==> src/rtl/permute_ctrl.sv <==
// Control FSM for a Keccak-f permutation core: sequences absorb, round
// iteration and squeeze/dump of output blocks for one message at a time.
module permute_ctrl #(
    parameter int unsigned NUM_ROUNDS       = 24,
    parameter int unsigned ROUNDS_PER_CYCLE = 1,
    parameter int unsigned OUT_CNT_W        = 16,
    localparam int unsigned STEPS           = NUM_ROUNDS / ROUNDS_PER_CYCLE,
    localparam int unsigned RIDX_W          = (STEPS > 1) ? $clog2(STEPS) : 1
) (
    input  logic                 clk,
    input  logic                 rst,
    input  logic                 input_buffer_ready,
    input  logic                 last_block_in_input_buffer,
    input  logic                 output_buffer_available,
    input  logic [OUT_CNT_W-1:0] out_blocks,
    output logic                 state_reset,
    output logic                 copy_control_data,
    output logic                 absorb_enable,
    output logic                 round_en,
    output logic [RIDX_W-1:0]    round_idx,
    output logic                 input_buffer_ready_clr,
    output logic                 last_block_in_buffer_clr,
    output logic                 output_buffer_we,
    output logic                 output_buffer_available_clr,
    output logic                 last_output_block,
    output logic                 busy
);

    // Round count must split evenly across the per-cycle datapath.
    if ((NUM_ROUNDS % ROUNDS_PER_CYCLE) != 0) begin : g_bad_cfg
        $error("permute_ctrl: NUM_ROUNDS must be a multiple of ROUNDS_PER_CYCLE");
    end

    localparam logic [RIDX_W-1:0]    LAST_STEP = RIDX_W'(STEPS - 1);
    localparam logic [OUT_CNT_W-1:0] ONE_BLK   = OUT_CNT_W'(1);

    typedef enum logic [1:0] {
        S_RESET   = 2'd0,
        S_WAIT_IN = 2'd1,
        S_PERMUTE = 2'd2,
        S_DUMP    = 2'd3
    } state_t;

    state_t                 state, state_d;
    logic [RIDX_W-1:0]      step, step_d;
    logic [OUT_CNT_W-1:0]   blocks_left, blocks_left_d;
    logic                   first_flag, first_d;
    logic                   last_flag, last_d;

    // State and message-tracking registers with synchronous active-low reset.
    always_ff @(posedge clk) begin
        if (!rst) begin
            state       <= S_RESET;
            step        <= '0;
            blocks_left <= '0;
            first_flag  <= 1'b1;
            last_flag   <= 1'b0;
        end else begin
            state       <= state_d;
            step        <= step_d;
            blocks_left <= blocks_left_d;
            first_flag  <= first_d;
            last_flag   <= last_d;
        end
    end

    // Next-state logic and combinational control strobes.
    always_comb begin
        state_d                     = state;
        step_d                      = step;
        blocks_left_d               = blocks_left;
        first_d                     = first_flag;
        last_d                      = last_flag;
        state_reset                 = 1'b0;
        copy_control_data           = 1'b0;
        absorb_enable               = 1'b0;
        round_en                    = 1'b0;
        round_idx                   = '0;
        input_buffer_ready_clr      = 1'b0;
        last_block_in_buffer_clr    = 1'b0;
        output_buffer_we            = 1'b0;
        output_buffer_available_clr = 1'b0;
        last_output_block           = 1'b0;
        busy                        = 1'b1;

        case (state)
            S_RESET: begin
                busy                        = 1'b0;
                state_reset                 = 1'b1;
                input_buffer_ready_clr      = 1'b1;
                last_block_in_buffer_clr    = 1'b1;
                output_buffer_available_clr = 1'b1;
                state_d                     = S_WAIT_IN;
            end
            S_WAIT_IN: begin
                busy = !first_flag;
                if (input_buffer_ready) begin
                    absorb_enable            = 1'b1;
                    input_buffer_ready_clr   = 1'b1;
                    last_block_in_buffer_clr = last_block_in_input_buffer;
                    last_d                   = last_block_in_input_buffer;
                    step_d                   = '0;
                    state_d                  = S_PERMUTE;
                    // First block carries the per-message control data.
                    if (first_flag) begin
                        copy_control_data = 1'b1;
                        blocks_left_d     = (out_blocks == '0) ? ONE_BLK : out_blocks;
                        first_d           = 1'b0;
                    end
                end
            end
            S_PERMUTE: begin
                round_en  = 1'b1;
                round_idx = step;
                if (step == LAST_STEP) begin
                    step_d  = '0;
                    state_d = last_flag ? S_DUMP : S_WAIT_IN;
                end else begin
                    step_d = step + RIDX_W'(1);
                end
            end
            S_DUMP: begin
                last_output_block = (blocks_left == ONE_BLK);
                if (output_buffer_available) begin
                    output_buffer_we            = 1'b1;
                    output_buffer_available_clr = 1'b1;
                    blocks_left_d               = blocks_left - ONE_BLK;
                    if (blocks_left == ONE_BLK) begin
                        state_reset = 1'b1;
                        first_d     = 1'b1;
                        last_d      = 1'b0;
                        state_d     = S_WAIT_IN;
                    end else begin
                        // Further output blocks need another squeeze permutation.
                        step_d  = '0;
                        state_d = S_PERMUTE;
                    end
                end
            end
            default: begin
                busy    = 1'b0;
                state_d = S_RESET;
            end
        endcase
    end

endmodule
==> config.mk <==
export PLATFORM = sky130hd
export DESIGN_NAME = permute_ctrl
export DESIGN_NICKNAME = d
export VERILOG_FILES = /design/src/rtl/permute_ctrl.sv
export SDC_FILE = /design/constraint.sdc
export NUM_CORES = 1
export LEC_CHECK = 0
export CAP_MARGIN = 30
export CORE_MARGIN = 1
export CORE_UTILIZATION = 50
export DETAILED_ROUTE_END_ITERATION = 8
export PLACE_DENSITY = 0.89
export SYNTH_ARGS = -nofsm -noshare
export SYNTH_HDL_FRONTEND = slang
export SYNTH_SLANG_ARGS = --single-unit
==> constraint.sdc <==
create_clock -name clk -period 2.75 [get_ports clk]
set_clock_uncertainty 0.05 [all_clocks]
set_input_delay 0.4125 -clock clk [delete_from_list [all_inputs] [get_ports clk]]
set_output_delay 0.4125 -clock clk [all_outputs]
set_load 0.005 [all_outputs]
### Word-level counts from Yosys, hierarchy flattened

Index checks and enable logic that the tools add are counted.

* register bits: 25
* bits of input ports: 21
* output and inout port bits: 15
* logic and storage cells: 69

* $add $sub $neg: 2
* equality and inequality tests: 11
* mux-type cells: 42
* reduce and logical (&&, ||, !) cells: 9

Operator list (number)
* $mux 16: 4
* $pmux 16 s2: 1
* $mux 5: 5
* $mux 1: 18
* $eq 16x1->1 const B: 1
* $logic_not 16->1: 1
* $sub 16x1->16 const B: 1
* $pmux 5 s3: 1
* $pmux 1 s2: 7
* $ne 2x2->1 const B: 6
* $reduce_and 4->1: 3
* $mux 2: 5
* $pmux 2 s4: 1
* $add 5x1->5 const B: 1
* $eq 5x5->1 const B: 1
* $eq 2x2->1 const B: 2
* $reduce_and 3->1: 1
* $reduce_bool 3->1: 1
* $eq 2x1->1 const B: 1
* $logic_not 2->1: 1
* $reduce_bool 2->1: 1
* $logic_not 1->1: 1

### Longest topological paths before layout

Gate-level depths: netlist of run 1.

* depth in word-level cells: 5
* gate-level depth with buffers: 8
* depth with buffers taken out: 6

### Least setup slack after synthesis of run 1

OpenSTA, ideal clock, no wires.

* path type: reg-to-reg
* start point: reg state[0]
* end point: reg step[2]
* setup time: 0.070 ns
* arrival time: 1.877 ns
* required time: 2.630 ns
* path slack: 0.753 ns
* stages on the path, launching flop included: 8
* clock period less this slack: 1.997 ns
* cell sequence: dfxtp_1 > ha_1 > buf_2 > nor2b_1 > or3_1 > buf_2 > or4_1 > a21oi_1

* word-level cells in the longest chain between the ends: 3
* elaborated cells between the ends (all ways): 9
* classes of those cells: eq/ne: 6; mux: 1; reduce/logical: 2

Ends and longest elaborated chain
* start: declaration: RTL line 44 `state_t state, state_d;`
* start signal: assignment: RTL line 59 `state <= state_d;`
* $eq 2x2->1 or $eq 2x1->1 (tied branches): RTL line 86 `case (state)`
* $ne 2x2->1 (no source line) or $reduce_bool 3->1 (tied branches)
* $reduce_and 4->1 (no source line)
* end signal: assignment: RTL line 60 `step <= step_d;`
* end: declaration: RTL line 45 `logic [RIDX_W-1:0] step, step_d;`

Several ways; a longest one is shown, not always the timed one.
A chain may end at the register's enable or synchronous reset.

### Worst setup path in the final report of run 1

* start point: reg blocks_left[10]
* end point: out last_output_block

* word-level cells in the longest chain between the ends: 2

Ends and longest elaborated chain
* start: declaration: RTL line 46 `logic [OUT_CNT_W-1:0] blocks_left, blocks_left_d;`
* start signal: assignment: RTL line 61 `blocks_left <= blocks_left_d;`
* $eq 16x1->1: RTL line 123 `last_output_block = (blocks_left == ONE_BLK);`
* $mux 1: RTL line 86
* end: declaration: RTL line 25 `output logic last_output_block,`

No other way between the ends.

==> results of run 1 <==
power breakdown:
part,leakage [uW],switching [uW],internal (uW)
combinational,0.000626,788,674
sequential,0.000204,109,452
clock,0.0000139,126,55.8
total,0.000844,1020,1180
logic make-up (layout without fill, tap and decap cells):
| kind of cell | Yosys count | after routing | share of synthesized area, % |
|---|---|---|---|
| AND/OR/NAND/NOR | 93 | 93 | 30.7 |
| multiplexers | 9 | 9 | 5.06 |
| buffers and inverters | 24 | 61 | 5.61 |
| flip-flops | 25 | 25 | 27.7 |
| AO/OA/AOI/OAI | 71 | 71 | 26.0 |
| adder cells (fa/ha/maj) | 7 | 7 | 4.85 |
synthesized netlist by cell type, drive strengths merged, types with 3 or more instances:
cell type and instances:
clkbuf 10, nor3 11, inv 8, a21boi 4, and2 7, or3 5, o22ai 3, nand4 3
a31oi 4, nor2b 6, a22oi 3, o31ai 3, nand2 17, ha 7, o21ai 14, a21oi 17
nor2 6, mux2i 8, or4 7, nand3 5, buf 5, or2 3, a211oi 4, o221ai 3
dfxtp 25, o21a 5, or4b 3, nor4 12
worst max-delay path by stage:
stage,startpoint,endpoint
finish,blocks_left[10],last_output_block
global route,state[1],input_buffer_ready_clr
CTS,blocks_left[1],state_reset
detailed placement,blocks_left[1],state_reset
global placement,blocks_left[1],state_reset
floorplan,state[0],step[2]
area by class of cell:
class,instances,area share (%)
Multi-Input combinational cell,180,53.5
Sequential cell,25,21.8
Timing Repair Buffer,48,19.5
Tap cell,46,2.50
Inverter,9,1.47
Clock buffer,3,0.977
Clock inverter,1,0.326
worst max-delay path: cells and delay by family (launching register included):
kind	cells	cell delay (ps)
flops	1	380
simple gates	2	890
buf+inv	2	450
what timing repair did:
item                       4_1_cts  5_1_grt
resized for setup                7        3
setup endpoints to repair        2        2
pin swaps                        0        2
buffers inserted                 0        3
hold buffers                     0        0
gates cloned                     0        0
stage by stage:
stage | TNS (ps) | cells | hold WS, ps | setup WS, ps
floorplan | 0 | 229 | 405 | 753
global placement | 0 | 305 | 422 | 175
detailed placement | 0 | 305 | 455 | 134
CTS | -40.1 | 309 | 455 | -40.1
global route | 0 | 312 | 517 | 127
finish | 0 | 312 | 475 | 220
sequential cells by signal, indices dropped and copies added, names as in the netlist:
name	cells
blocks_left	16
step	5
state	2
first_flag	1
last_flag	1
metal layers:
metal / wire length (um) / up-vias
met4: 111 / 0
li1: - / 947
met2: 2240 / 97
met5: 0 / -
met1: 2300 / 918
met3: 316 / 16
==> results.txt, run 1 <==
The synthesized netlist occupies a cell area of 0.00181 mm^2. The tools report the final cell utilization of the core as 68.0%. After synthesis, the cell types taking the most area are dfxtp_1 28%, ha_1 4.8%, a21oi_1 4.7%. For the initial antenna violation count, the log shows 0.

The die extent in x is 62.1 um. Start point of the worst hold path: step[4]. The count of endpoints failing hold in the final timing report was 0.

The number of antenna diodes in the final layout is 0. For this design the top-level I/O count stands at 36. After global routing the overflow that remains totals 0.

In this run, distinct cell masters in the synthesized netlist total 52. The logs give 0.00386 mm^2 for the die area and 25 for the TritonCTS sink count. Power spread over the standard cell area amounts to 956 mW/mm^2. For this run, the post-layout net count is 295. The post-synthesis net count is 257, and the total number of vias is 1,978. In this run, CTS created clock tree buffers numbering 3. The count of nets left with antenna violations once routing finished came out at 0.

The tightest min-delay check is of the reg -> reg type. After detailed routing, the average wire length per cell comes to 15.9 um. Entering global routing, the biggest net connects 29 pins. In the layout the commonest cells are 33 x clkdlybuf4s50_1, 24 x dfxtp_1, 17 x a21oi_1, 17 x nand2_1. For the leakage power of the design, the log shows 0.000844 uW. The tools report the maximum root-to-sink buffer count as 2. Count of flip-flops with a built-in enable after synthesis: 0. At the pin with the least slew margin, the transition time is 419 ps.

The clock-pin slew on the worst setup and hold paths was 150 ps. For this run, global-route usage on met1 was measured as 37.3%. Fill cells in the final layout number 275. The most instantiated flip-flop cell in the synthesis netlist is dfxtp_1.

The total of flip-flops plus latches after synthesis works out to 25. TritonCTS built the clock tree. The worst pin sits at a relative slew slack of 71.8%. The first-iteration detailed-routing DRC count was 151. The initial utilization of the core area, before any placement, comes to 53.3%. In this run the critical register-to-register path is captured at step[2]. The post-synthesis to final-layout area growth is 27.6%, and the max-slew violation count is 0. The clock insertion delay at the later pin of the skew report was 330 ps. The busiest layer in global routing was met2. VDD sags by at most 476 uV. The number of cells traversed by the worst register-to-register path was 6; the placer congestion estimate was 0.959. The worst setup path is launched from a flip-flop. The first global-routing pass estimated 8260 um of wire. The DRC violation count after routing was 0. Counting every instance in the synthesized netlist gives 229. For the post-placement cell area, the log shows 0.00222 mm^2. The share of the clock period used by the worst path came out at 92.0%.

Critical path's slowest cell: or4_4. The row count was 21. The flow ran to the end, and the final reports show no timing, DRC or antenna violations. Sequential-to-total area share from yosys stat: 27.7%. The largest total area in the synthesized netlist belongs to dfxtp_1. The routed design has 4970 um of wire. In this run the tool buffered the top-level ports with 35 buffer cells. The startpoint identified for the worst register-to-register timing path is state[0]. After layout, the design draws a total of 2200 uW.

The data arrival time of the critical path was 2070 ps; the met3 usage was 4.23%. The floorplan step defined a core boundary enclosing 0.00339 mm^2. The logs give 1 for the total number of H-tree levels and 2290 ps for the required time of the worst setup path.

For the number of warnings reported in the yosys synthesis log, the log shows 0. For flop-to-flop paths, the worst setup slack is 500 ps. The share of post-route cells with drive strength above 1 came out at 12.4%. Timing would allow up to 0.395 GHz. The worst hold path passes through 2 cells. By startpoint and endpoint, the worst setup path is classified as reg -> out.

The pre-antenna-repair detailed-routing pass consisted of 4 iterations. In this run the worst path has a maximum fanout of 6. After detailed routing, the number of vias per cell comes to 6.34. The critical path goes through or4_4, buf_4, nor4_4, dlygate4sd2_1. The run gives 3590 um as the placed wire-length estimate. Global routing used 40.9% of the available met2 tracks.

The most common cell after layout, fill and taps aside was clkdlybuf4s50_1. The overall fraction of global-route tracks in use was 26.3%; the async set-reset flop share out of synthesis was 0%. The worst hold path terminates at step[4].

The average size of a mapped cell works out to 7.89 um^2. Footprint of the flip-flops and latches: 502 um^2. Kind of capture point of the worst setup path: an output pin.

In this run the vertical extent of the chip is 62.1 um. For the via count of the first global-routing pass, the log shows 1,778. For this run, the slowest stage of the critical path takes 570 ps.

The tools report the count of endpoints failing setup in the final report as 0. Setup repair after global routing left no endpoint under its margin. The finished cells cover 0.00231 mm^2.

Across the run, the number of max-cap violations was 0. In this run the biggest area consumer among cell types represents 27.7% of the synthesized area. In the final layout, the multi-input gates occupy 0.00123 mm^2.

Root buffer cell: clkbuf_4. The final critical-path required period was 2530 ps.
Power figures use the tool's default switching activity.
==> inputs of run 2 (changes only) <==
==> config.mk (replaced) <==
export PLATFORM = sky130hd
export DESIGN_NAME = permute_ctrl
export DESIGN_NICKNAME = d
export VERILOG_FILES = /design/src/rtl/permute_ctrl.sv
export SDC_FILE = /design/constraint.sdc
export NUM_CORES = 1
export LEC_CHECK = 0
export CELL_PAD_IN_SITES_DETAIL_PLACEMENT = 2
export CELL_PAD_IN_SITES_GLOBAL_PLACEMENT = 2
export CORE_MARGIN = 1
export CORE_UTILIZATION = 30
export DETAILED_ROUTE_END_ITERATION = 8
export PLACE_DENSITY = 0.91
export SYNTH_ARGS = -nofsm -noshare
export SYNTH_HDL_FRONTEND = slang
export SYNTH_SLANG_ARGS = --single-unit
==> run 2 against run 1 <==
Against the previous run: total power increased by 5.4%; via count increased by 1.1%; sequential share of layout area decreased by 0.32 points; worst hold slack got worse by 32 ps; clock-buffer cell count unchanged; critical path type unchanged; routed wire length increased by 38%; sequential power increased by 3%; highest routed layer unchanged; global-route usage decreased by 3.8 points; first-iteration DRC count decreased by 28%.
==> results.txt, run 2 (synthesis gave the netlist of run 1 again) <==
The die extent in x came out at 79.6 um (+28%). The depth of the worst hold-timing path was 2 (unchanged); the count of antenna-violating nets left after detailed routing was 0 (unchanged). The total number of vias is 2,000 (+1.1%).

For hold timing, the worst endpoint is blocks_left[1]. DRC violation count after routing: 0 (unchanged). The logs give 0 (unchanged) for the count of endpoints failing hold in the final timing report and 0 (unchanged) for the antenna diode count. The detailed-router iteration count before antenna repair is 4 (unchanged), and the row count is 27 (+29%).

The count of buffers from port buffering was 35 (unchanged); the number of fillers in the final layout was 637 (+130%). The logs give 22.5% (-3.8 points) for the overall fraction of global-route tracks in use and 2320 uW (+5.4%) for the power after layout. The worst hold path begins at blocks_left[1]. The run gives 0.00235 mm^2 (+1.7%) as the total non-filler cell area in the finished layout. The global-route wire length before repair is 11,000 um (+33%). Traced cell by cell, the critical path runs through inv_1, ha_1, and2_1, or2_2, clkdlybuf4s50_1.

The TritonCTS sink count came out at 25 (unchanged). The total wire length was 6870 um (+38%). The core area was 0.00564 mm^2 (+66%); the areal power density over the cells was 990 mW/mm^2 (+3.6%). The largest registers in the layout are blocks_left (16), step (5), state (2). Setup repair after global routing left no endpoint under its margin. The worst hold path belongs to the class reg -> reg.

The tools report the number of nets in the finished design as 294 (-0.34%). Number of cells traversed by the worst register-to-register path: 6 (unchanged). Relative to the synthesized area, the layout overhead comes to 29.8%.

The buffering stage count on the worst path with inverters included is 2 (unchanged), and the clock-pin slew on the worst setup and hold paths is 100 ps (-50 ps). In this run the critical register-to-register path is launched from state[1]. The tools report the setup total negative slack as 0 ps (unchanged).

The upper clock frequency limit is 0.386 GHz (-2.4%). The CTS buffer count was 3 (unchanged); the worst reg-to-reg setup slack was 330 ps (-170 ps). The type of the setup path with the least slack is reg -> out. The number of flip-flops in the largest register came out at 16 (unchanged). For the via count of the first global-routing pass, the log shows 2,068 (+16%). The run gives 2 (unchanged) as the maximum root-to-sink buffer count. The total number of H-tree levels was 1 (unchanged). The count of pins on the block boundary was 36 (unchanged). The cell family contributing the most delay on the critical path is buffers and inverters.

The flow ran to the end, and the final reports show no timing, DRC or antenna violations. The library cell used most frequently in the layout, excluding fill and tap cells, is clkdlybuf4s50_1. The first-iteration detailed-routing DRC count came out at 109 (-28%). Share of post-route cells with drive strength above 1: 11.7% (-0.71 points).

The detailed-route wire length per cell came out at 20.4 um (+28%). Required time of the worst setup path: 2290 ps (about the same). The tools report the remaining global-route overflow as 0 (unchanged). The count of endpoints failing setup in the final report came out at 0 (unchanged). The final critical-path required period is 2590 ps (+61.0 ps). The placed wire-length estimate was 4960 um (+38%). The register name with the most flops is blocks_left.

The top fanout value on the critical path is 13 (+7). The share of the clock period used by the worst path works out to 94.2% (+2.2 points). The tools report the kind of capture point of the worst setup path as an output pin. The logs give 2130 ps (+60 ps) for the data arrival time of the critical path and 29 (unchanged) for the pin count of the biggest net entering global routing. The delay of the slowest cell on the worst path was 440 ps (-130 ps). The max-slew violation count was 0 (unchanged).

The smallest hold slack was 443 ps (-32.3 ps); the placer congestion estimate was 0.843 (-12%). The initial antenna violation count was 0 (unchanged). For the die area, the log shows 0.00634 mm^2 (+64%). The run gives 32.0% (-21 points) as the initial core utilization.

The logs give 362 uV (-24%) for the maximum VDD drop and 0.000852 uW (+0.97%) for the leakage power of the design. The non-filler instance count after layout was 337 (+8.0%); the worst max-slew margin expressed relative to the limit was 69.6% (-2.2 points). The clock insertion delay at the later pin of the skew report came out at 290 ps (-40 ps).

The tools report the root buffer cell as clkbuf_8. The actual transition at the worst max-transition pin works out to 453 ps (+33.4 ps). For the post-placement cell area, the log shows 0.00226 mm^2 (+1.8%). Reg-to-reg endpoint: step[2].

The max-capacitance violation count is 0 (unchanged), and the die outline height is 79.6 um (+28%). Among all stages on the critical path, the largest delay is contributed by clkdlybuf4s50_1. The number of cells in the design after placement came out at 332 (+8.9%). The launching element type of the critical path was a flip-flop. TritonCTS built the clock tree. In the layout the commonest cells are 33 x clkdlybuf4s50_1, 23 x dfxtp_1, 17 x a21oi_1, 17 x nand2_1, 13 x o21ai_0. The via density per instance came out at 5.93 (-6.4%).

The path length in cells of the critical path came out at 5 (+1).
==> run 2: cell types whose count changed in the layout (fill, tap and decap cells not counted), sizes merged <==
cell / before / now
buf: 13 / 12
clkinv: 1 / 2
clkinvlp: 1 / 0
==> run 2: where the power goes <==
part | switching [uW] | leakage, uW | internal (uW) | total (uW)
Sequential | 123 | 0.000205 | 453 | 576
Combinational | 844 | 0.000622 | 659 | 1500
Clock | 142 | 0.0000255 | 102 | 244
Total | 1110 | 0.000852 | 1210 | 2320
==> run 2: routing by layer <==
metal	GRT usage, %	wire, um	vias to the layer above
met1	28.5	3130	1003
met3	3.89	253	8
met4	3.45	85	0
met2	39.9	3400	45
li1	-	-	944
met5	0	0	-
==> run 2: timing repair <==
item	4_1_cts	5_1_grt
setup endpoints to repair	2	1
resized for setup	6	3
pin swaps	0	1
hold buffers	0	0
gates cloned	0	0
hold endpoints to repair	0	0
setup buffers	0	1
==> run 2: worst min-delay path, stage by stage (launching register included) <==
cell and delay [ps]:
dfxtp_2 350, nand2_1 60, a21oi_1 50
==> run 2: through the flow <==
step,util [%],worst slack [ps]
floorplan,-,753
detailed placement,40.1,214
global placement,40.1,252
finish,41.6,159
global route,41.6,41.8
CTS,41.2,-9.93
==> run 2: worst max-delay path by stage <==
| stage | start | slack [ps] | end |
|---|---|---|---|
| after global placement | blocks_left[7] | 250 | state_reset |
| after CTS | blocks_left[1] | -10 | state_reset |
| final | state[1] | 160 | input_buffer_ready_clr |
| after floorplan | state[0] | 750 | step[2] |
| after detailed placement | blocks_left[0] | 210 | state_reset |
| after global routing | state[1] | 40 | input_buffer_ready_clr |
==> run 2: layout make-up <==
class                   count  area (um^2)  share of cell area, %
flip-flops and latches     25          503                   21.4
clock buffers               3         41.3                   1.76
inverters                   9         33.8                   1.44
well taps                  72         90.1                   3.84
multi-input cells         180         1230                   52.5
clock inverters             1         5.00                  0.213
repair buffers             47          442                   18.8
==> inputs of run 3 (changes only) <==
--- a/config.mk
+++ b/config.mk
@@ -7,10 +7,11 @@
 export LEC_CHECK = 0
 export CELL_PAD_IN_SITES_DETAIL_PLACEMENT = 2
 export CELL_PAD_IN_SITES_GLOBAL_PLACEMENT = 2
-export CORE_MARGIN = 1
+export CORE_MARGIN = 5
 export CORE_UTILIZATION = 30
 export DETAILED_ROUTE_END_ITERATION = 8
 export PLACE_DENSITY = 0.91
+export SLEW_MARGIN = 20
 export SYNTH_ARGS = -nofsm -noshare
 export SYNTH_HDL_FRONTEND = slang
 export SYNTH_SLANG_ARGS = --single-unit
==> run 3 against run 2 <==
Against the previous run: non-clock buffer count up 1; fmax grew 1.9%; worst hold slack gained 3.8 ps; clock power is 5% lower; sequential share of layout area rose by 0.053 points; cell count rose by 1.2%; register-to-register slack better by 110 ps; via count rose by 0.30%; critical path type unchanged.
==> results.txt, run 3 (synthesis gave the netlist of run 1 again) <==
The max-slew violation count came out at 0 (unchanged). The setup total negative slack came out at 0 ps (unchanged). The worst setup path is launched from a flip-flop. The total number of H-tree levels is 1 (unchanged), and the number of flip-flops in the largest register is 16 (unchanged). The run gives 0.00227 mm^2 (+0.50%) as the post-placement cell area. The initial core utilization came out at 30.7% (-1.3 points). The post-synthesis to final-layout area growth is 29.8% (unchanged), and the die extent in x is 87.6 um (+10%). The flow ran to the end, and the final reports show no timing, DRC or antenna violations. The remaining global-route overflow came out at 0 (unchanged). For the pin count of the biggest net entering global routing, the log shows 29 (unchanged). The die outline height was 87.6 um (+10%); the count of antenna-violating nets left after detailed routing was 0 (unchanged). The worst max-slew margin expressed relative to the limit is 63.4% (-6.1 points), and the buffering stage count on the worst path with inverters included is 2 (unchanged). Traced cell by cell, the critical path runs through or4_1, buf_4, nor4_4, dlygate4sd2_1.

The slowest stage of the critical path belongs to the cell or4_1. The tools report the start point of the worst hold path as blocks_left[1]. Actual transition at the worst max-transition pin: 546 ps (+93.0 ps). Setup repair after global routing left no endpoint under its margin.

The largest registers in the layout are blocks_left (16), step (5), state (2). The reg-to-reg endpoint is step[2]. The final critical-path required period is 2540 ps (-47.4 ps), and the count of endpoints failing hold in the final timing report is 0 (unchanged). The share of post-route cells with drive strength above 1 was 11.3% (-0.42 points); the placed wire-length estimate was 5220 um (+5.2%). The library cell used most frequently in the layout, excluding fill and tap cells, is clkdlybuf4s50_1. The maximum VDD drop was 474 uV (+31%).

The delay of the slowest cell on the worst path was 610 ps (+170 ps); the row count was 28 (+3.7%). The logs give 2290 ps (about the same) for the required time of the worst setup path and 0.00235 mm^2 (unchanged) for the total non-filler cell area in the finished layout. The detailed-router iteration count before antenna repair was 4 (unchanged). The family with the most delay on the worst path was simple AND/OR/NAND/NOR gates. The global-route wire length before repair is 11,600 um (+5.6%), and the footprint of the flip-flops and latches is 504 um^2 (+0.25%). The run gives 690 (+8.3%) as the number of fillers in the final layout.

The via count of the first global-routing pass was 2,170 (+4.9%); the detailed-route wire length per cell was 20.4 um (-0.11%). The data arrival time of the critical path was 2080 ps (-50 ps); the count of endpoints failing setup in the final report was 0 (unchanged). The total number of vias is 2,006 (+0.30%), and the count of buffers from port buffering is 35 (unchanged). The max-capacitance violation count came out at 0 (unchanged). Root buffer cell: clkbuf_8. The final cell utilization of the core was 39.9% (-1.7 points).

The placer congestion estimate is 0.851 (+0.93%), and the top fanout value on the critical path is 6 (-7). CTS buffer count: 3 (unchanged). The tools report the number of cells in the design after placement as 336 (+1.2%). Kind of capture point of the worst setup path: an output pin.

The clock-pin slew on the worst setup and hold paths was 100 ps (about the same); the initial antenna violation count was 0 (unchanged). The type of the setup path with the least slack was reg -> out. Register name with the most flops: blocks_left. For the count of pins on the block boundary, the log shows 36 (unchanged). In the layout the commonest cells are 33 x clkdlybuf4s50_1, 22 x dfxtp_1, 17 x a21oi_1, 17 x nand2_1.

The logs give 0.00589 mm^2 (+4.3%) for the core area and 295 (+0.34%) for the number of nets in the finished design. The number of cells traversed by the worst register-to-register path was 6 (unchanged). The tools report the DRC violation count after routing as 0 (unchanged). The upper clock frequency limit is 0.393 GHz (+1.9%). The run gives 280 ps (about the same) as the clock insertion delay at the later pin of the skew report. For the antenna diode count, the log shows 0 (unchanged).

Overall fraction of global-route tracks in use: 19.1% (-3.3 points). The maximum root-to-sink buffer count was 2 (unchanged). The type of the most critical hold path is reg -> reg. The depth of the worst hold-timing path works out to 2 (unchanged). The total wire length was 6940 um (+1.1%).

For hold timing, the worst endpoint is blocks_left[1]. The tools report the area used by multi-input combinational logic as 0.00122 mm^2 (-0.61%). Via density per instance: 5.88 (-0.88%).

The run gives 440 ps (+110 ps) as the worst reg-to-reg setup slack. The run gives 341 (+1.2%) as the non-filler instance count after layout. The first-iteration detailed-routing DRC count was 92 (-16%). The number of hold-repair buffers added at the cts stage is 0 (unchanged).

For the die area, the log shows 0.00767 mm^2 (+21%). The TritonCTS sink count was 25 (unchanged). TritonCTS built the clock tree.

Share of the clock period used by the worst path: 92.5% (-1.7 points). Beginning of the worst register-to-register path: state[1]. The run gives 447 ps (+3.75 ps) as the smallest hold slack. The leakage power of the design was 0.000844 uW (-0.90%); the areal power density over the cells was 975 mW/mm^2 (-1.5%).
-- run 3: worst max path at each step --
stage / start / end / slack [ps] / cells past startpoint
finish: blocks_left[10] / last_output_block / 210 / 4
global route: state[1] / input_buffer_ready_clr / 100 / 5
CTS: state[1] / input_buffer_ready_clr / 190 / 5
detailed placement: blocks_left[0] / state_reset / 110 / 6
global placement: blocks_left[0] / state_reset / 230 / 6
floorplan: state[0] / step[2] / 750 / 7
-- run 3: metal layers --
| metal | share of wire (%) | global-route usage (%) | vias up |
|---|---|---|---|
| li1 | - | - | 944 |
| met1 | 44 | 24.4 | 997 |
| met2 | 51 | 34.2 | 59 |
| met3 | 4.5 | 2.54 | 6 |
| met4 | 0.89 | 4.04 | 0 |
| met5 | 0 | 0 | - |
-- run 3: repair_timing --
item                                    CTS  global route
endpoints found under the setup margin    2             0
buffers inserted                          1             0
endpoints found under the hold margin     0             0
resized for setup                         8             0
-- run 3: final cells by class --
type / count / share of cell area [%]
well taps: 75 / 4.00
clock buffers: 4 / 1.92
inverters: 9 / 1.44
flip-flops and latches: 25 / 21.5
repair buffers: 48 / 19.0
multi-input cells: 180 / 52.2
-- run 3: metrics by stage --
stage                     power [uW]  setup WS [ps]
final                           2290            206
after global routing            2470           96.1
after CTS                       2290            193
after detailed placement        2030            113
after global placement          1930            234
after floorplan                 1470            753
-- run 3: report_power, final --
group,leakage [uW],internal [uW],switching [uW]
combinational,0.000617,638,849
clock,0.0000228,104,128
sequential,0.000205,455,115
total,0.000844,1200,1090
-- run 3: worst register-to-register path, stage by stage (launching register included) --
cell	delay [ps]
dfxtp_2	380
inv_1	90
ha_1	360
nor2b_1	250
or3_1	480
or4_1	520
a21oi_1	130
